### config.mk
export PLATFORM = sky130hd
export DESIGN_NAME = regfile_wb_scheduler
export DESIGN_NICKNAME = d
export VERILOG_FILES = /design/src/rtl/regfile_pkg.sv /design/src/rtl/regfile_wb_scheduler_arbiter.sv /design/src/rtl/regfile_wb_scheduler.sv
export SDC_FILE = /design/constraint.sdc
export NUM_CORES = 1
export LEC_CHECK = 0
export ABC_CLOCK_PERIOD_IN_PS = 3730
export CAP_MARGIN = 20
export CORE_AREA = 10 10 123 125
export CTS_CLUSTER_SIZE = 28
export DETAILED_ROUTE_END_ITERATION = 10
export DIE_AREA = 0 0 133 135
export DONT_BUFFER_PORTS = 1
export PLACE_DENSITY = 0.61
export RECOVER_POWER = 100
export REMOVE_ABC_BUFFERS = 1
export SYNTH_ARGS = -nofsm -noshare
export SYNTH_HDL_FRONTEND = slang
export SYNTH_SLANG_ARGS = --single-unit
### constraint.sdc
create_clock -name clk -period 3.73 [get_ports clk]
set_clock_uncertainty 0.15 [all_clocks]
set_input_delay 0.746 -clock clk [delete_from_list [all_inputs] [get_ports clk]]
set_output_delay 0.746 -clock clk [all_outputs]
set_load 0.03 [all_outputs]
### src/rtl/regfile_pkg.sv
// Shared register-file widths, the hard-wired zero register and helpers used by
// the writeback scheduler and its arbiter.
package regfile_pkg;

  localparam int ADDR_W   = 5;
  localparam int DATA_W   = 32;
  localparam int NUM_REGS = 32;

  localparam logic [ADDR_W-1:0] REG_ZERO = 5'd0;

  typedef logic [ADDR_W-1:0] reg_addr_t;
  typedef logic [DATA_W-1:0] reg_data_t;

  // True for the architectural zero register, whose writes are discarded.
  function automatic logic is_zero_reg(input reg_addr_t addr);
    return addr == REG_ZERO;
  endfunction

endpackage

### src/rtl/regfile_wb_scheduler_arbiter.sv
// Round-robin arbiter: one-hot grant searched from the pointer upwards with
// wrap-around; the pointer moves past the winner only when advance is high.
module rr_arbiter #(
  parameter int N = 3,
  localparam int PW = (N > 1) ? $clog2(N) : 1
) (
  input  logic          clk,
  input  logic          reset_n,
  input  logic [N-1:0]  req,
  input  logic          advance,
  output logic [N-1:0]  gnt,
  output logic [PW-1:0] gnt_idx,
  output logic [PW-1:0] ptr
);

  logic found;

  always_comb begin
    int idx;
    gnt     = '0;
    gnt_idx = '0;
    found   = 1'b0;
    idx     = 0;
    for (int k = 0; k < N; k++) begin
      idx = int'(ptr) + k;
      if (idx >= N) idx = idx - N;
      if (!found && req[idx]) begin
        found        = 1'b1;
        gnt[idx]     = 1'b1;
        gnt_idx      = PW'(idx);
      end
    end
  end

  always_ff @(posedge clk) begin
    if (!reset_n) begin
      ptr <= '0;
    end else if (advance && found) begin
      ptr <= (gnt_idx == PW'(N - 1)) ? '0 : gnt_idx + 1'b1;
    end
  end

endmodule

### src/rtl/regfile_wb_scheduler.sv
// Shares the register file write port between writeback sources and tracks
// pending destination registers so decode can stall on RAW/WAW hazards.
module regfile_wb_scheduler #(
  parameter int NUM_SRC  = 3,
  parameter int DATA_W   = regfile_pkg::DATA_W,
  parameter int ADDR_W   = regfile_pkg::ADDR_W,
  parameter int NUM_REGS = regfile_pkg::NUM_REGS
) (
  input  logic                      clk,
  input  logic                      reset_n,
  input  logic [NUM_SRC-1:0]        src_valid,
  output logic [NUM_SRC-1:0]        src_ready,
  input  logic [NUM_SRC*ADDR_W-1:0] src_addr,
  input  logic [NUM_SRC*DATA_W-1:0] src_data,
  output logic                      rf_we,
  output logic [ADDR_W-1:0]         rf_waddr,
  output logic [DATA_W-1:0]         rf_wdata,
  input  logic                      issue_valid,
  input  logic [ADDR_W-1:0]         issue_dest,
  output logic                      issue_ready,
  input  logic [ADDR_W-1:0]         rd_addr1,
  input  logic [ADDR_W-1:0]         rd_addr2,
  output logic                      stall,
  output logic [NUM_REGS-1:0]       busy
);

  import regfile_pkg::*;

  localparam int PW = (NUM_SRC > 1) ? $clog2(NUM_SRC) : 1;
  localparam logic [ADDR_W-1:0] ZERO_ADDR = ADDR_W'(REG_ZERO);

  // Handshake: source i transfers in a cycle where src_valid[i] & src_ready[i];
  // a source holds valid/addr/data stable until granted, and ready never
  // depends on that source's own data.
  logic [NUM_SRC-1:0]  gnt;
  logic [PW-1:0]       gnt_idx;
  logic [PW-1:0]       rr_ptr;
  logic                wb_fire;
  logic [ADDR_W-1:0]   sel_addr;
  logic [DATA_W-1:0]   sel_data;
  logic                sel_nonzero;
  logic                issue_fire;
  logic [NUM_REGS-1:0] busy_next;

  rr_arbiter #(.N(NUM_SRC)) u_arb (
    .clk     (clk),
    .reset_n (reset_n),
    .req     (src_valid),
    .advance (wb_fire),
    .gnt     (gnt),
    .gnt_idx (gnt_idx),
    .ptr     (rr_ptr)
  );

  assign src_ready   = gnt;
  assign wb_fire     = |(src_valid & gnt);
  assign sel_addr    = src_addr[int'(gnt_idx)*ADDR_W +: ADDR_W];
  assign sel_data    = src_data[int'(gnt_idx)*DATA_W +: DATA_W];
  assign sel_nonzero = sel_addr != ZERO_ADDR;

  assign issue_ready = !busy[issue_dest] || (issue_dest == ZERO_ADDR);
  assign issue_fire  = issue_valid && issue_ready && (issue_dest != ZERO_ADDR);

  assign stall = (busy[rd_addr1] && (rd_addr1 != ZERO_ADDR)) ||
                 (busy[rd_addr2] && (rd_addr2 != ZERO_ADDR));

  // Clear first, then set, so a new issue to the register being written wins.
  always_comb begin
    busy_next = busy;
    if (wb_fire && sel_nonzero) busy_next[sel_addr] = 1'b0;
    if (issue_fire) busy_next[issue_dest] = 1'b1;
  end

  always_ff @(posedge clk) begin
    if (!reset_n) begin
      rf_we    <= 1'b0;
      rf_waddr <= '0;
      rf_wdata <= '0;
      busy     <= '0;
    end else begin
      rf_we <= wb_fire && sel_nonzero;
      if (wb_fire && sel_nonzero) begin
        rf_waddr <= sel_addr;
        rf_wdata <= sel_data;
      end
      busy <= busy_next;
    end
  end

endmodule

==> metrics.md, run 1 <==
| Metric | Value |
|---|---|
| Cell internal pwr | 0.00213 W |
| H-tree Lvls | 3 |
| Clk Latency, worst-skew pair | 330 ps |
| GR Overflow Total | 0 |
| Synthesis warning total | 0 |
| Clock Power Share | 0.190 |
| Synthesized area per cell | 8.85 um^2 |
| TritonCTS buffer count | 9 |
| Die ar. | 18,000 um^2 |
| Die height | 135 um |
| Max clock buf depth | 2 |
| Post-DP HPWL | 12,500 um |
| Ys flop type | dfxtp_1 |
| Row count | 41 |
| Top cell type by total area after synthesis | dfxtp_1 |
| Clock slew at reported path FFs | 60 ps |
| 1st-iter DRT viols | 307 |
| Final worst setup slack | 316 ps |
| Area Growth Syn to Fin | 6.12% |
| Tightest Pin Transition | 624 ps |
| Postcts setup bufs | 0 |
| Tcrit/Tclk final | 0.915 |
| Cts-stage hold buffer count | 0 |
| Startpoint Class | register |
| Via count | 4,433 |
| Final std cells w/o fill | 707 |
| Cells after synthesis | 559 |
| Pwr Total | 0.00423 W |
| Commonest non-fill, non-tap cell in the layout | nand2_1 |
| WS Path Type | reg2reg |
| R2r setup slk | 320 ps |
| Combinational Power Share | 0.431 |
| Leak Pwr | 1.81 nW |
| Global-route wire length before repair | 25,300 um |
| Die W | 133 um |
| Pre-CTS setup slack | 334 ps |
| Worst r2r path cells | 10 |
| WL final | 16,400 um |
| Status | completed |
| Slew Limit Fails | 0 |
| Vias in the first global route | 4,399 |
| Clock root buffer master | clkbuf_16 |
| Core area | 12,600 um^2 |
| Critical path arrival | 3510 ps |
| Routed length on met1 | 6380 um |
| Initial antenna violation count | 0 |
| Pwr Density | 805 nW/um^2 |
| Layout cells sized above 1 | 0.133 |
| Initial Util | 0.394 |
| Distinct cell type count of the synthesized netlist | 61 |
| GPL Wtd Cong | 0.867 |
| Post-synthesis sequential area ratio | 0.291 |
| Synthesized flop and latch total | 72 |
| End point of the critical path | rf_wdata[6]$_SDFFE_PN0N_ |
| Post-CTS sizing | 0 |
| Post-synthesis async set-or-reset flop share | 0 |
| Overall Global Routing Usage | 0.174 |
| VDD IR-drop max | 0.000381 V |
| Max Fclk | 293 MHz |
| DR pass1 iterations | 5 |
| Worst R2R End | rf_wdata[6]$_SDFFE_PN0N_ |
| Relative slew slack | 0.584 |
| Routed len/inst | 23.2 um |
| Sequential power share | 0.379 |
| Final Hold Vio Count | 0 |
| CTS Sinks | 72 |
| Synth area leaders | dfxtp_1, mux4_2, mux2i_1 |
| Metal3 WL | 2230 um |
| Net Sw Power | 0.00209 W |
| Setup_tns | 0 ps |
| Most frequent cells in the layout | nand2_1, o21ai_0, dfxtp_1 |
| Hold depth | 2 |
| Pin count of the biggest net entering global routing | 112 |
| RSZ-0062 raised after global routing | false |
| Max cap viols | 0 |
| EDFF count, synth | 0 |
| DRC violations left | 0 |
| Net Sw Frac | 0.495 |
| Antenna cell count | 0 |
| Crit. End Element | register |
| Hold WC Path Type | reg2reg |
| Ports | 207 |
| Max FO, Critical Path | 71 |
| Worst r2r src | u_arb.ptr[1]$_SDFFE_PN0P_ |
| CP Data Required Time | 3830 ps |
| Top Layer Used | met4 |
| Post-Syn Area | 4950 um^2 |
| Dpl cells | 691 |
| Metal2 WL | 7610 um |
| Tmin final | 3410 ps |
| CTS tree | built |
| Routed Antenna Nets | 0 |
| Critical path launch point | u_arb.ptr[1]$_SDFFE_PN0P_ |
| Fin nets | 666 |
| Yosys top cell area share | 0.291 |
| Final setup viols | 0 |
| Vias per cell | 6.27 |
| Port Buffers | 0 |
[per-layer routing]
metal	GRT usage	vias up
met5	0	-
met4	0.0428	0
met3	0.0942	14
met2	0.281	246
met1	0.198	2129
li1	-	2044
[sequential cells by signal, indices dropped and copies added, names as in the netlist]
signal and count:
busy 32, rf_waddr 5, rf_wdata 32, rf_we 1
u_arb.ptr 2
[cell type report]
| type | instances | area [um^2] |
|---|---|---|
| repair buffers | 7 | 45.0 |
| multi-input cells | 433 | 3240 |
| clock inverters | 4 | 28.8 |
| flip-flops and latches | 72 | 1440 |
| inverters | 7 | 26.3 |
| clock buffers | 12 | 256 |
| fillers | 1239 | 7320 |
| well taps | 172 | 215 |
[logic make-up after synthesis]
family                     count (synthesis)  synth area share
and+or+nand+nor                          178             0.172
AOI/OAI and AO/OA                        177             0.250
muxes                                     74             0.226
DFF                                       72             0.291
buffers and inverters                     54            0.0511
adders and majority gates                  4            0.0101
[critical path: stages, from the launching register on]
cell       delay, ps
dfxtp_1          350
inv_1             90
ha_1             340
mux2i_1          430
and4bb_1         280
o31a_1           440
a221oi_4         200
a31oi_4          170
buf_4            520
o2111ai_1        210
o21ai_0          120
[through the flow]
step	instance area (um^2)	hold slack, ps	util
CTS	5280	368	0.420
finish	5250	367	0.418
global route	5250	383	0.418
global placement	4990	338	0.397
floorplan	4720	324	-
detailed placement	4990	360	0.397
[worst min path at each step]
| stage | slack [ps] | from | to |
|---|---|---|---|
| floorplan | 320 | u_arb.ptr[1]$_SDFFE_PN0P_ | u_arb.ptr[1]$_SDFFE_PN0P_ |
| global placement | 340 | u_arb.ptr[0]$_SDFFE_PN0P_ | u_arb.ptr[0]$_SDFFE_PN0P_ |
| detailed placement | 360 | u_arb.ptr[0]$_SDFFE_PN0P_ | u_arb.ptr[0]$_SDFFE_PN0P_ |
| CTS | 370 | u_arb.ptr[0]$_SDFFE_PN0P_ | u_arb.ptr[0]$_SDFFE_PN0P_ |
| global route | 380 | reset_n | rf_waddr[2]$_SDFFE_PN0N_ |
| finish | 370 | u_arb.ptr[0]$_SDFFE_PN0P_ | u_arb.ptr[0]$_SDFFE_PN0P_ |
[cell usage after synthesis, types with 5 or more instances]
cell type  instances
nor2b_1            6
o2111ai_1         32
nor3_1             6
o21ai_0           63
buf_2             10
dfxtp_1           72
a21boi_0          14
a21oi_1            5
clkbuf_1          28
nor2_1             6
a21boi_1          14
mux2i_1           39
o211ai_1           6
mux4_2            28
nand3_1           25
o21ai_1           17
nand2_1          104
inv_1              7
[power by group through the flow]
stage	combinational [W]	clock [W]	sequential (W)
after global routing	0.00203	0.000864	0.00164
after global placement	0.00180	0	0.00162
after detailed placement	0.00185	0	0.00162
final	0.00182	0.000805	0.00160
after CTS	0.00185	0.000832	0.00161
after floorplan	0.00143	0	0.00152
Note: power is estimated with default switching activity, not from simulation.
==> inputs of run 2 (changes only) <==
--- a/config.mk
+++ b/config.mk
@@ -14,7 +14,6 @@
 export DONT_BUFFER_PORTS = 1
 export PLACE_DENSITY = 0.61
 export RECOVER_POWER = 100
-export REMOVE_ABC_BUFFERS = 1
 export SYNTH_ARGS = -nofsm -noshare
 export SYNTH_HDL_FRONTEND = slang
 export SYNTH_SLANG_ARGS = --single-unit
==> run 2 against run 1 <==
  * Non-clock buffer count stayed put
  * Core utilization is 0.27 points higher
  * Global-route usage is 0.46 points higher
  * Register-to-register slack worse by 50 ps
  * Via count is 0.97% higher
  * Fmax is 1.6% lower
  * Sequential power hardly changed
==> metrics.md, run 2 (synthesis results as in run 1) <==
| Metric | Value |
|---|---|
| Max cap viols | 0 (unchanged) |
| Crit. End Element | register (unchanged) |
| Core area | 12,600 um^2 (unchanged) |
| CP Data Required Time | 3840 ps (was 3830 ps) |
| Initial antenna violation count | 0 (unchanged) |
| Commonest non-fill, non-tap cell in the layout | nand2_1 (unchanged) |
| Leak Pwr | 1.82 nW (was 1.81 nW) |
| Via count | 4,476 (was 4,433) |
| Synthesized Nets | 695 |
| Critical path arrival | 3580 ps (was 3510 ps) |
| Worst path slowest cell | a221oi_2 (was buf_4) |
| Final Hold Vio Count | 0 (unchanged) |
| Tcrit/Tclk final | 0.930 (was 0.915) |
| Post-DP HPWL | 12,800 um (was 12,500 um) |
| R2r setup slk | 260 ps (was 320 ps) |
| Tightest Pin Transition | 750 ps (was 624 ps) |
| Die W | 133 um (unchanged) |
| Routed len/inst | 23.7 um (was 23.2 um) |
| Hold WC Path Type | reg2reg (unchanged) |
| Max clock buf depth | 2 (unchanged) |
| Status | completed (unchanged) |
| Die height | 135 um (unchanged) |
| Hold_sp | u_arb.ptr[1]$_SDFFE_PN0P_ (was u_arb.ptr[0]$_SDFFE_PN0P_) |
| GPL Wtd Cong | 0.873 (was 0.867) |
| Pwr Density | 825 nW/um^2 (was 805 nW/um^2) |
| CTS tree | built (unchanged) |
| Overall Global Routing Usage | 0.179 (was 0.174) |
| H-tree Lvls | 3 (unchanged) |
| DR pass1 iterations | 5 (unchanged) |
| Row count | 41 (unchanged) |
| Max Fclk | 288 MHz (was 293 MHz) |
| GR Overflow Total | 0 (unchanged) |
| Crit path max-delay family | compound AO/OA/AOI/OAI gates (unchanged) |
| CTS Sinks | 72 (unchanged) |
| Pin count of the biggest net entering global routing | 112 (unchanged) |
| Layout cells sized above 1 | 0.138 (was 0.133) |
| Slowest stage delay, CP | 720 ps (was 520 ps) |
| Worst R2R End | busy[4]$_SDFF_PN0_ (was rf_wdata[6]$_SDFFE_PN0N_) |
| CP bufs+invs | 1 (was 2) |
| TritonCTS buffer count | 9 (unchanged) |
| Worst Hold Endpoint | u_arb.ptr[1]$_SDFFE_PN0P_ (was u_arb.ptr[0]$_SDFFE_PN0P_) |
| Worst r2r path cells | 9 (was 10) |
| Slew Limit Fails | 0 (unchanged) |
| Worst-path cell chain | inv_1, ha_1, mux2i_1, and4bb_1, o31a_1, a221oi_2, or3_1, o21ai_0, a21boi_0 (was inv_1, ha_1, mux2i_1, and4bb_1, o31a_1, a221oi_4, a31oi_4, buf_4, o2111ai_1, o21ai_0) |
| Die ar. | 18,000 um^2 (unchanged) |
| WS Path Type | reg2reg (unchanged) |
| 1st-iter DRT viols | 378 (was 307) |
| Vias per cell | 6.33 (was 6.27) |
| Fin nets | 666 (unchanged) |
| RSZ-0062 raised after global routing | false (unchanged) |
| Clock slew at reported path FFs | 60 ps (about the same) |
| WL final | 16,800 um (was 16,400 um) |
| Port Buffers | 0 (unchanged) |
| Clock root buffer master | clkbuf_16 (unchanged) |
| Hold depth | 2 (unchanged) |
| Tmin final | 3470 ps (was 3410 ps) |
| Routed Antenna Nets | 0 (unchanged) |
| Relative slew slack | 0.500 (was 0.584) |
| Initial Util | 0.394 (unchanged) |
| Antenna cell count | 0 (unchanged) |
| Area Growth Syn to Fin | 6.80% (was 6.12%) |
| Final Util | 0.421 (was 0.418) |
| Startpoint Class | register (unchanged) |
| Global-route wire length before repair | 25,600 um (was 25,300 um) |
| VDD IR-drop max | 0.000438 V (was 0.000381 V) |
| Vias in the first global route | 4,397 (was 4,399) |
| Largest regs | busy: 32 flops, rf_wdata: 32 flops, rf_waddr: 5 flops (unchanged) |
| DRC violations left | 0 (unchanged) |
| Ports | 207 (unchanged) |
| Worst r2r src | u_arb.ptr[0]$_SDFFE_PN0P_ (was u_arb.ptr[1]$_SDFFE_PN0P_) |
| Setup_tns | 0 ps (unchanged) |
| Most frequent cells in the layout | nand2_1, o21ai_0, dfxtp_1 (unchanged) |
| Final setup viols | 0 (unchanged) |
| Max FO, Critical Path | 9 (was 71) |
| Clk Latency, worst-skew pair | 340 ps (was 330 ps) |
-- run 2: per-stage QoR --
stage	cell area [um^2]	cells	setup slack (ps)	hold WS [ps]	total power, W
after floorplan	4950	559	293	324	0.00311
after global placement	4990	691	450	340	0.00342
after detailed placement	4990	691	277	348	0.00347
after CTS	5310	707	268	362	0.00442
after global routing	5290	707	41.1	400	0.00465
final	5290	707	262	354	0.00436
-- run 2: repair_timing --
| item | CTS | global route |
|---|---|---|
| gates resized for setup | 0 | 2 |
| endpoints found under the setup margin | 0 | 7 |
| hold buffers | 0 | 0 |
| endpoints found under the hold margin | 0 | 0 |
| buffers inserted | 0 | 0 |
-- run 2: routing by layer --
metal / wire length, um / track usage / vias to the layer above
li1: - / - / 2051
met1: 5930 / 0.182 / 2131
met2: 8400 / 0.310 / 272
met3: 2190 / 0.0942 / 22
met4: 266 / 0.0587 / 0
met5: 0 / 0 / -
-- run 2: worst max-delay path by stage --
stage                                    startpoint                   endpoint  slack, ps  depth (start not counted)
after floorplan                       issue_dest[0]                issue_ready        290                          6
after global placement    u_arb.ptr[0]$_SDFFE_PN0P_  rf_wdata[25]$_SDFFE_PN0N_        450                         11
after detailed placement  u_arb.ptr[0]$_SDFFE_PN0P_  rf_wdata[25]$_SDFFE_PN0N_        280                         11
after CTS                 u_arb.ptr[0]$_SDFFE_PN0P_  rf_wdata[25]$_SDFFE_PN0N_        270                         11
after global routing      u_arb.ptr[0]$_SDFFE_PN0P_        busy[16]$_SDFF_PN0_         40                          9
final                     u_arb.ptr[0]$_SDFFE_PN0P_         busy[4]$_SDFF_PN0_        260                          9
-- run 2: layout make-up --
cell class | count | area, um^2
inverter | 7 | 26.3
multi-input combinational | 433 | 3240
clock buffer | 9 | 225
clock inverter | 7 | 95.1
tap | 172 | 215
sequential | 72 | 1440
fill | 1247 | 7280
timing repair buffer | 7 | 46.3
-- run 2: tightest hold or removal path, cell delays in order, from the launching register on --
cell,delay [ps]
dfxtp_1,330
nand2_1,60
a21boi_0,60
-- run 2: where the power goes --
part / leakage (nW) / switching [W] / internal, W
sequential: 0.588 / 0.000606 / 0.000992
clock: 0.156 / 0.000346 / 0.000586
combinational: 1.08 / 0.00118 / 0.000656
total: 1.82 / 0.00213 / 0.00223
==> inputs of run 3 (changes only) <==
--- a/config.mk
+++ b/config.mk
@@ -7,12 +7,12 @@
 export LEC_CHECK = 0
 export ABC_CLOCK_PERIOD_IN_PS = 3730
 export CAP_MARGIN = 20
-export CORE_AREA = 10 10 123 125
+export CORE_AREA = 2 2 121 123
 export CTS_CLUSTER_SIZE = 28
 export DETAILED_ROUTE_END_ITERATION = 10
-export DIE_AREA = 0 0 133 135
+export DIE_AREA = 0 0 123 125
 export DONT_BUFFER_PORTS = 1
-export PLACE_DENSITY = 0.61
+export PLACE_DENSITY = 0.57
 export RECOVER_POWER = 100
 export SYNTH_ARGS = -nofsm -noshare
 export SYNTH_HDL_FRONTEND = slang
==> run 3 against run 2 <==
  * Clock-buffer cell count rose by 1
  * Flip-flop and latch count is the same
  * Routed wire length shrank 11%
  * Via count decreased by 1.2%
  * Non-clock buffer count unchanged
  * Total power decreased by 0.94%
  * Global-route usage increased by 1.6 points
==> metrics.md, run 3 (synthesis results as in run 1) <==
| Metric | Value |
|---|---|
| Core area | 14,200 um^2 (was 12,600 um^2) |
| Cts-stage hold buffer count | 0 (unchanged) |
| Hold_sp | u_arb.ptr[1]$_SDFFE_PN0P_ (unchanged) |
| Tmin final | 3440 ps (was 3470 ps) |
| Routing usage on met3 | 0.0579 (was 0.0942) |
| Die W | 123 um (was 133 um) |
| Ports | 207 (unchanged) |
| Status | completed (unchanged) |
| DR pass1 iterations | 5 (unchanged) |
| Worst R2R End | busy[31]$_SDFF_PN0_ (was busy[4]$_SDFF_PN0_) |
| Layout cells sized above 1 | 0.136 (was 0.138) |
| Most frequent cells in the layout | nand2_1, dfxtp_1, o21ai_0 (was nand2_1, o21ai_0, dfxtp_1) |
| H-tree Lvls | 3 (unchanged) |
| GPL Wtd Cong | 0.918 (was 0.873) |
| Via count | 4,424 (was 4,476) |
| RSZ-0062 raised after global routing | false (unchanged) |
| Postcts setup bufs | 0 (unchanged) |
| Tightest Pin Transition | 639 ps (was 750 ps) |
| Port Buffers | 0 (unchanged) |
| GR Overflow Total | 0 (unchanged) |
| Slew Limit Fails | 0 (unchanged) |
| Max FO, Critical Path | 36 (was 9) |
| 1st-iter DRT viols | 253 (was 378) |
| Routed Antenna Nets | 0 (unchanged) |
| Largest regs | busy: 32 flops, rf_wdata: 32 flops, rf_waddr: 5 flops (unchanged) |
| Slowest stage delay, CP | 460 ps (was 720 ps) |
| M2 GR Usage | 0.348 (was 0.310) |
| Max cap viols | 0 (unchanged) |
| Vias per cell | 6.14 (was 6.33) |
| Relative slew slack | 0.574 (was 0.500) |
| Setup_tns | 0 ps (unchanged) |
| CTS tree | built (unchanged) |
| Global-route wire length before repair | 23,500 um (was 25,600 um) |
| Crit. End Element | register (unchanged) |
| Synthesized Nets | 695 (unchanged) |
| Overall Global Routing Usage | 0.195 (was 0.179) |
| Row count | 44 (was 41) |
| Worst Hold Endpoint | u_arb.ptr[1]$_SDFFE_PN0P_ (unchanged) |
| Commonest non-fill, non-tap cell in the layout | nand2_1 (unchanged) |
| Pin count of the biggest net entering global routing | 112 (unchanged) |
| TritonCTS buffer count | 9 (unchanged) |
| Most frequent CP cell | o21ai_0 |
| Fin nets | 666 (unchanged) |
| WL final | 15,000 um (was 16,800 um) |
| Area Growth Syn to Fin | 7.21% (was 6.80%) |
| Vias in the first global route | 4,311 (was 4,397) |
| Startpoint Class | register (unchanged) |
| Tcrit/Tclk final | 0.923 (was 0.930) |
| Leak Pwr | 1.82 nW (about the same) |
| Post-DP HPWL | 11,200 um (was 12,800 um) |
| Post-CTS sizing | 0 (unchanged) |
| Die ar. | 15,400 um^2 (was 18,000 um^2) |
| Clk Latency, worst-skew pair | 330 ps (was 340 ps) |
| CP Data Required Time | 3800 ps (was 3840 ps) |
| Initial antenna violation count | 1 (was 0) |
| Final setup viols | 0 (unchanged) |
| Fin Hold WS | 370 ps (was 354 ps) |
| Hold WC Path Type | reg2reg (unchanged) |
| CTS Sinks | 72 (unchanged) |
| Max Fclk | 290 MHz (was 288 MHz) |
| Worst r2r src | u_arb.ptr[0]$_SDFFE_PN0P_ (unchanged) |
| Routed len/inst | 20.8 um (was 23.7 um) |
| Worst-path cell chain | inv_1, ha_1, and3b_1, o21ai_1, o211ai_4, and2_4, buf_12, o21ai_0, nand3_1, o21ai_0, a21boi_0 (was inv_1, ha_1, mux2i_1, and4bb_1, o31a_1, a221oi_2, or3_1, o21ai_0, a21boi_0) |
| Hold depth | 2 (unchanged) |
| Critical path arrival | 3510 ps (was 3580 ps) |
| WS Path Type | reg2reg (unchanged) |
| Worst path slowest cell | o21ai_0 (was a221oi_2) |
| Die height | 125 um (was 135 um) |
| R2r setup slk | 290 ps (was 260 ps) |
| GR peak layer | met2 (unchanged) |
| Max clock buf depth | 2 (unchanged) |
| Clock slew at reported path FFs | 60 ps (about the same) |
| Pwr Density | 815 nW/um^2 (was 825 nW/um^2) |
| Initial Util | 0.348 (was 0.394) |
| Worst r2r path cells | 11 (was 9) |
| Final Hold Vio Count | 0 (unchanged) |
| Met1 Use GR | 0.221 (was 0.182) |
| VDD IR-drop max | 0.000398 V (was 0.000438 V) |
| DRC violations left | 0 (unchanged) |
| Clock root buffer master | clkbuf_16 (unchanged) |
[run 3: cell types whose count changed in the layout (fill, tap and decap cells not counted), sizes merged]
| cell | previous run | this run |
|---|---|---|
| buf | 4 | 5 |
| bufinv | 2 | 1 |
| clkinv | 3 | 2 |
| diode | 0 | 1 |
| inv | 8 | 9 |
[run 3: cell type report]
cell class                 count  area (um^2)
tap                          184          230
fill                        1449         8900
timing repair buffer           7         57.6
inverter                       7         26.3
clock inverter                 6         65.1
antenna                        1         2.50
clock buffer                  10          239
sequential                    72         1440
multi-input combinational    433         3240
[run 3: stage by stage]
stage               area, um^2  setup slack (ps)  utilization  std cells  total power, W
finish                    5310               286        0.374        720         0.00432
CTS                       5320               365        0.375        719         0.00439
global placement          5020               441        0.353        703         0.00345
floorplan                 4950               293            -        559         0.00311
global route              5310              39.6        0.374        720         0.00463
detailed placement        5020               375        0.353        703         0.00349
[run 3: worst max-delay path, delay by kind of cell, from the launching register on]
family	cells	cell delay (ps)
compound gates	5	1240
simple gates	3	820
fa+ha+maj	1	450
buf+inv	2	260
flops	1	390
[run 3: layer usage]
layer  wire [um]  share of wire
met5           0              0
met4         277          0.018
met3        1320          0.088
met2        7670           0.51
met1        5730           0.38
[run 3: worst max-delay path by stage]
| stage | startpoint | endpoint | slack (ps) | cells past startpoint |
|---|---|---|---|---|
| after floorplan | issue_dest[0] | issue_ready | 290 | 6 |
| after global placement | u_arb.ptr[0]$_SDFFE_PN0P_ | busy[16]$_SDFF_PN0_ | 440 | 11 |
| after detailed placement | u_arb.ptr[0]$_SDFFE_PN0P_ | rf_wdata[24]$_SDFFE_PN0N_ | 370 | 11 |
| after CTS | u_arb.ptr[0]$_SDFFE_PN0P_ | rf_wdata[24]$_SDFFE_PN0N_ | 360 | 11 |
| after global routing | u_arb.ptr[1]$_SDFFE_PN0P_ | rf_wdata[10]$_SDFFE_PN0N_ | 40 | 10 |
| final | u_arb.ptr[0]$_SDFFE_PN0P_ | busy[31]$_SDFF_PN0_ | 290 | 11 |
[run 3: power breakdown]
part           total, W  switching (W)  leakage (nW)  internal [W]
Sequential      0.00157       0.000580         0.588      0.000992
Clock          0.000885       0.000347         0.149      0.000538
Combinational   0.00186        0.00119          1.09      0.000677
